===== src/rtl/voice_sched_pkg.sv =====
// Shared types and constants for the voice event scheduler.
`ifndef VOICE_SCHED_PKG_SV
`define VOICE_SCHED_PKG_SV

`define VS_VOICE(slot, vw, ew) slot[(vw)+(ew)-1:(ew)]
`define VS_ENV(slot, ew) slot[(ew)-1:0]

package voice_sched_pkg;

  localparam logic [1:0] EV_NOTE_OFF = 2'd0;
  localparam logic [1:0] EV_NOTE_ON  = 2'd1;
  localparam logic [1:0] EV_KILL     = 2'd2;
  localparam logic [1:0] EV_RSVD     = 2'd3;

  typedef enum logic [1:0] {
    STB_NONE = 2'd0,
    STB_TRIG = 2'd1,
    STB_KILL = 2'd2
  } strobe_t;

  function automatic int unsigned xxxx_max(input int unsigned voices,
                                           input int unsigned v_envs);
    return voices * v_envs - 1;
  endfunction

endpackage

`endif


===== src/rtl/voice_evt_fifo.sv =====
// Small synchronous event FIFO; pointers carry an extra wrap bit for full/empty.
module voice_evt_fifo #(
  parameter int unsigned W          = 12,
  parameter int unsigned FIFO_DEPTH = 4,
  parameter int unsigned FIFO_AW    = 2
) (
  input  logic         sCLK_XVXENVS,
  input  logic         iRST_N,
  input  logic         push,
  input  logic [W-1:0] din,
  input  logic         pop,
  output logic [W-1:0] dout,
  output logic         full,
  output logic         empty
);

  localparam logic [FIFO_AW:0] PTR_ONE = (FIFO_AW+1)'(1);

  logic [W-1:0]     mem [FIFO_DEPTH];
  logic [FIFO_AW:0] wr_ptr, rd_ptr;
  logic             do_push, do_pop;

  assign empty   = (wr_ptr == rd_ptr);
  assign full    = (wr_ptr[FIFO_AW] != rd_ptr[FIFO_AW]) &&
                   (wr_ptr[FIFO_AW-1:0] == rd_ptr[FIFO_AW-1:0]);
  assign do_push = push && !full;
  assign do_pop  = pop && !empty;
  assign dout    = mem[rd_ptr[FIFO_AW-1:0]];

  always_ff @(posedge sCLK_XVXENVS or negedge iRST_N) begin
    if (!iRST_N) begin
      wr_ptr <= '0;
      rd_ptr <= '0;
    end else begin
      if (do_push) wr_ptr <= wr_ptr + PTR_ONE;
      if (do_pop)  rd_ptr <= rd_ptr + PTR_ONE;
    end
  end

  always_ff @(posedge sCLK_XVXENVS) begin
    if (do_push) mem[wr_ptr[FIFO_AW-1:0]] <= din;
  end

endmodule


===== src/rtl/voice_event_sched.sv =====
// Commits one buffered note event per frame and drives per-slot gate/velocity/strobes.
module voice_event_sched
  import voice_sched_pkg::*;
#(
  parameter int unsigned VOICES     = 8,
  parameter int unsigned V_ENVS     = 8,
  parameter int unsigned V_WIDTH    = 3,
  parameter int unsigned E_WIDTH    = 3,
  parameter int unsigned VEL_WIDTH  = 7,
  parameter int unsigned FIFO_DEPTH = 4,
  parameter int unsigned FIFO_AW    = 2
) (
  input  logic                       sCLK_XVXENVS,
  input  logic                       iRST_N,
  input  logic [V_WIDTH+E_WIDTH-1:0] iXXXX,
  input  logic                       ev_valid,
  output logic                       ev_ready,
  input  logic [V_WIDTH-1:0]         ev_voice,
  input  logic [1:0]                 ev_type,
  input  logic [VEL_WIDTH-1:0]       ev_vel,
  output logic [V_WIDTH+E_WIDTH-1:0] o_slot,
  output logic                       o_gate,
  output logic [VEL_WIDTH-1:0]       o_vel,
  output logic                       o_trig,
  output logic                       o_kill,
  output logic                       o_busy
);

  localparam int unsigned SW = V_WIDTH + E_WIDTH;
  localparam int unsigned FW = V_WIDTH + 2 + VEL_WIDTH;
  localparam logic [SW-1:0] SLOT_MAX = SW'(xxxx_max(VOICES, V_ENVS));

  logic                 boundary, push, pop, fifo_full, fifo_empty;
  logic [FW-1:0]        head;
  logic [V_WIDTH-1:0]   head_voice, slot_voice;
  logic [1:0]           head_type;
  logic [VEL_WIDTH-1:0] head_vel;

  strobe_t              strobe_q, strobe_d;
  logic [V_WIDTH-1:0]   cur_voice_q, cur_voice_d;
  logic [VOICES-1:0]    gate_q;
  logic [VEL_WIDTH-1:0] vel_q [VOICES];

  assign slot_voice = `VS_VOICE(iXXXX, V_WIDTH, E_WIDTH);
  assign boundary   = (iXXXX == SLOT_MAX);
  assign push       = ev_valid && !fifo_full;
  assign pop        = boundary && !fifo_empty;
  assign ev_ready   = !fifo_full;
  assign o_busy     = !fifo_empty || (strobe_q != STB_NONE);
  assign {head_voice, head_type, head_vel} = head;

  voice_evt_fifo #(
    .W          (FW),
    .FIFO_DEPTH (FIFO_DEPTH),
    .FIFO_AW    (FIFO_AW)
  ) u_fifo (
    .sCLK_XVXENVS (sCLK_XVXENVS),
    .iRST_N       (iRST_N),
    .push         (push),
    .din          ({ev_voice, ev_type, ev_vel}),
    .pop          (pop),
    .dout         (head),
    .full         (fifo_full),
    .empty        (fifo_empty)
  );

  always_ff @(posedge sCLK_XVXENVS or negedge iRST_N) begin
    if (!iRST_N) begin
      strobe_q    <= STB_NONE;
      cur_voice_q <= '0;
    end else begin
      strobe_q    <= strobe_d;
      cur_voice_q <= cur_voice_d;
    end
  end

  always_comb begin
    strobe_d    = strobe_q;
    cur_voice_d = cur_voice_q;
    if (boundary) begin
      strobe_d = STB_NONE;
      if (!fifo_empty) begin
        cur_voice_d = head_voice;
        case (head_type)
          EV_NOTE_ON: strobe_d = STB_TRIG;
          EV_KILL:    strobe_d = STB_KILL;
          default:    strobe_d = STB_NONE;
        endcase
      end
    end
  end

  always_ff @(posedge sCLK_XVXENVS or negedge iRST_N) begin
    if (!iRST_N) begin
      gate_q <= '0;
      for (int unsigned i = 0; i < VOICES; i++) vel_q[i] <= '0;
    end else if (pop) begin
      case (head_type)
        EV_NOTE_ON: begin
          gate_q[head_voice] <= 1'b1;
          vel_q[head_voice]  <= head_vel;
        end
        EV_NOTE_OFF: gate_q[head_voice] <= 1'b0;
        EV_KILL: begin
          gate_q[head_voice] <= 1'b0;
          vel_q[head_voice]  <= '0;
        end
        default: ;
      endcase
    end
  end

  // Reads pre-commit state at the boundary edge, so slot MAX closes out the old frame.
  always_ff @(posedge sCLK_XVXENVS or negedge iRST_N) begin
    if (!iRST_N) begin
      o_slot <= '0;
      o_gate <= 1'b0;
      o_vel  <= '0;
      o_trig <= 1'b0;
      o_kill <= 1'b0;
    end else begin
      o_slot <= iXXXX;
      o_gate <= gate_q[slot_voice];
      o_vel  <= vel_q[slot_voice];
      o_trig <= (strobe_q == STB_TRIG) && (slot_voice == cur_voice_q);
      o_kill <= (strobe_q == STB_KILL) && (slot_voice == cur_voice_q);
    end
  end

endmodule


===== config.mk =====
export PLATFORM = sky130hd
export DESIGN_NAME = voice_event_sched
export DESIGN_NICKNAME = d
export VERILOG_FILES = /design/src/rtl/voice_sched_pkg.sv /design/src/rtl/voice_evt_fifo.sv /design/src/rtl/voice_event_sched.sv
export SDC_FILE = /design/constraint.sdc
export NUM_CORES = 1
export LEC_CHECK = 0
export CAP_MARGIN = 25
export CELL_PAD_IN_SITES_DETAIL_PLACEMENT = 1
export CELL_PAD_IN_SITES_GLOBAL_PLACEMENT = 1
export CORE_MARGIN = 2
export CORE_UTILIZATION = 40
export DETAILED_ROUTE_END_ITERATION = 12
export DONT_BUFFER_PORTS = 1
export PLACE_DENSITY_LB_ADDON = 0.12
export SETUP_SLACK_MARGIN = 0.4
export SLEW_MARGIN = 40
export SYNTH_ARGS = -nofsm -noshare
export SYNTH_HDL_FRONTEND = slang
export SYNTH_SLANG_ARGS = --single-unit
export TNS_END_PERCENT = 20

===== constraint.sdc =====
create_clock -name sCLK_XVXENVS -period 3.2 [get_ports sCLK_XVXENVS]
set_clock_uncertainty 0.1 [all_clocks]
set_input_delay 0.64 -clock sCLK_XVXENVS [delete_from_list [all_inputs] [get_ports sCLK_XVXENVS]]
set_output_delay 0.64 -clock sCLK_XVXENVS [all_outputs]
set_load 0.005 [all_outputs]

==> impl_metrics.toml <==
[clock_tree]
cts_tree = "built"
clk_pin_slew_ns = 0.05
clk_path_buf_depth = 2
cts_sinks = 139
root_buffer = "clkbuf_16"
clk_latency_ns = 0.42
cts_buffers = 17
cts_max_level = 4

[timing]
grt_setup_unrepaired = "yes"
relSlewSlack_pct = 56.64
hold_violations = 91
fin_setup_tns_ns = 0
worst_hold_slack_ns = -0.1803
fin_crit_sh_pct = 86.13
slew_viol_final = 0
worst_pin_slew_ns = 0.6490
fmax_mhz = 362.8
timing.final.setup_violations = 0
finalCriticalPeriod_ns = 2.756

[synth]
syn_area_per_cell_um2 = 16.94
netlist_top_cells_area = "dfrtp_1, edfxtp_1, mux2_2, mux4_2, ha_1"
ys_ff_latch = 139
ys.flop_type = "dfrtp_1"
synth_top_area_cell = "dfrtp_1"
netlist_area_mm2 = 0.005912
ys_warn_count = 0
synth_common_cells = "dfrtp_1, mux2_2, edfxtp_1, mux4_2, nand2_1"
synth_edf_count = 48
syn_inst = 349
yosysTopAreaCellShare_pct = 38.52
yosysSeqAreaShare_pct = 62.90
synthArstFlopShare_pct = 65.47
synth_nets = 379
synth.most_common_cell = "dfrtp_1"
synth.distinct_cells = 33

[power_and_ir_drop]
combinationalPowerShare_pct = 23.9
p_switching_mw = 1.590
powerDensity_mw_per_mm2 = 781.1
p_total_mw = 5.277
clkPwrFrac_pct = 32.9
ir_worst_vdd_mv = 0.3974
power.internal_mw = 3.688
p_leak_nw = 2.893
p_sw_share_pct = 30.12
p_seq_share_pct = 43.1

[floorplan]
dieArea_mm2 = 0.01577
boundaryPins = 39
start_util_pct = 40.83
die_w_um = 125.6
die_y_um = 125.6
coreArea_mm2 = 0.01448
rows = 44

[min_path]
hold_class = "primary input to asynchronous set/reset pin"

[global_routing]
grt_pass1_wl_um = 18810
grt_usage_pct = 16.06
overflow = 0
grt_max_degree = 92
grt_pass1_vias = 3310
antenna_found_initial = 0

[cells_and_area]
fillers = 1387
multiInputGateArea_mm2 = 0.002117
seq_area_mm2 = 0.003721
antenna_cells = 0
area_growth_pct = 14.29
layout-drive-gt1-share_pct = 39.27
fin_nets = 399

[route]
drt_wl_total_um = 11290
drc = 0
highest_layer = "met4"
post_drt_wl_per_cell_um = 19.95
firstDrtPassIters = 2
avgViaCountPerCell = 5.235
route.met3.wl_um = 374
routed-wl-met2_um = 5342
num_vias = 2963
ant_nets = 0
drt_first_iter_violations = 139
wl_met1_um = 5347

[run_status]
outcome = "finished, violations left"
violations = "negative hold slack"

[setup_path]
cp-start-kind = "register"
cp-end-kind = "primary output"
r2r_slack_ns = 0.47
worstPathRequired_ns = 2.46
worstPathArrival_ns = 2.02
crit_fanout = 11
crit_type = "register to primary output"

[placed_design]
port_buffers = 0
gp_congestion = 0.7199
dp_hpwl_um = 7480

[flow_run]
maxCapViolCount = 0
-- per-layer routing --
metal	vias up	track usage, %
li1	1344	-
met1	1558	21.86
met2	43	23.94
met3	18	4.878
met4	0	7.059
met5	-	0
-- cells by family (layout without fill, tap and decap cells) --
kind of cell | after synthesis | in the layout | synth area share (%)
simple gates | 66 | 66 | 6.751
compound gates | 6 | 6 | 0.8043
xor+xnor | 12 | 12 | 1.778
buf+inv | 17 | 50 | 1.481
flops | 139 | 139 | 62.90
fa+ha+maj | 9 | 9 | 1.905
mux | 100 | 100 | 24.38
-- final cells by class --
| class | instances | share of cell area [%] |
|---|---|---|
| sequential | 139 | 55.07 |
| multi-input combinational | 193 | 31.33 |
| clock buffer | 20 | 6.463 |
| tap | 184 | 3.407 |
| timing repair buffer | 13 | 2.241 |
| clock inverter | 12 | 1.204 |
| inverter | 5 | 0.2778 |
-- repair_timing --
action,4_1_cts,5_1_grt
endpoints found under the setup margin,29,57
pin swaps,4,0
gates resized for setup,4,1
setup buffers,4,0
hold endpoints to repair,91,91
-- placed cells by master, fill, tap and decap left out, types with 8 or more instances in the layout --
| cell type | instances |
|---|---|
| buf_4 | 8 |
| clkbuf_16 | 17 |
| dfrtp_1 | 89 |
| edfxtp_1 | 48 |
| ha_1 | 9 |
| mux2_2 | 71 |
| mux4_2 | 28 |
| nand2_1 | 20 |
| nor2b_1 | 9 |
| xnor2_1 | 8 |
-- path summary, 6_finish.rpt --
check	start	end	cells after the start
hold reg to reg	strobe_q[1]$_DFFE_PN0N_	o_trig$_DFF_PN0_	1
min in group sCLK_XVXENVS	iXXXX[0]	o_slot[0]$_DFF_PN0_	0
setup reg to reg	u_fifo.rd_ptr[0]$_DFFE_PN0P_	vel_q[0]$_DFFE_PN0P_	7
max in group asynchronous	iRST_N	u_fifo.rd_ptr[0]$_DFFE_PN0P_	0
hold / removal	iRST_N	o_slot[3]$_DFF_PN0_	0
setup / recovery	u_fifo.rd_ptr[1]$_DFFE_PN0P_	o_busy	4
-- worst max-delay path: stages, from the launching register on --
cell and delay, ns:
dfrtp_2 0.46, buf_6 0.18, xor2_1 0.20, or3_1 0.41, or3_1 0.35
-- registers in the layout, summed over array words and instances, names as in the netlist, named ones only --
signal	count
vel_q	56
u_fifo.mem	48
o_vel	7
o_slot	6
cur_voice_q	3
u_fifo.rd_ptr	3
u_fifo.wr_ptr	3
strobe_q	2
o_gate	1
o_kill	1
o_trig	1
-- power by group through the flow --
| stage | Combinational, mW | Sequential [mW] | Clock, mW |
|---|---|---|---|
| floorplan | 0.979 | 2.25 | 0 |
| global placement | 1.25 | 2.30 | 0 |
| detailed placement | 1.26 | 2.31 | 0 |
| CTS | 1.29 | 2.28 | 1.80 |
| global route | 1.43 | 2.31 | 1.86 |
| finish | 1.26 | 2.28 | 1.74 |
-- per-stage QoR --
stage | cell area, um2 | hold WS, ns | util [%] | instances | setup WS [ns]
after global placement | 6147 | 0.2470 | 42.46 | 530 | 0.3014
final | 6756 | -0.1803 | 46.66 | 566 | 0.4439
after global routing | 6756 | -0.2070 | 46.66 | 566 | 0.3174
after CTS | 6754 | -0.2082 | 46.65 | 566 | 0.3950
after floorplan | 5921 | 0.2444 | - | 349 | 0.4438
after detailed placement | 6147 | 0.2471 | 42.46 | 530 | 0.2397
No activity file was read; power rests on OpenSTA's default activity.
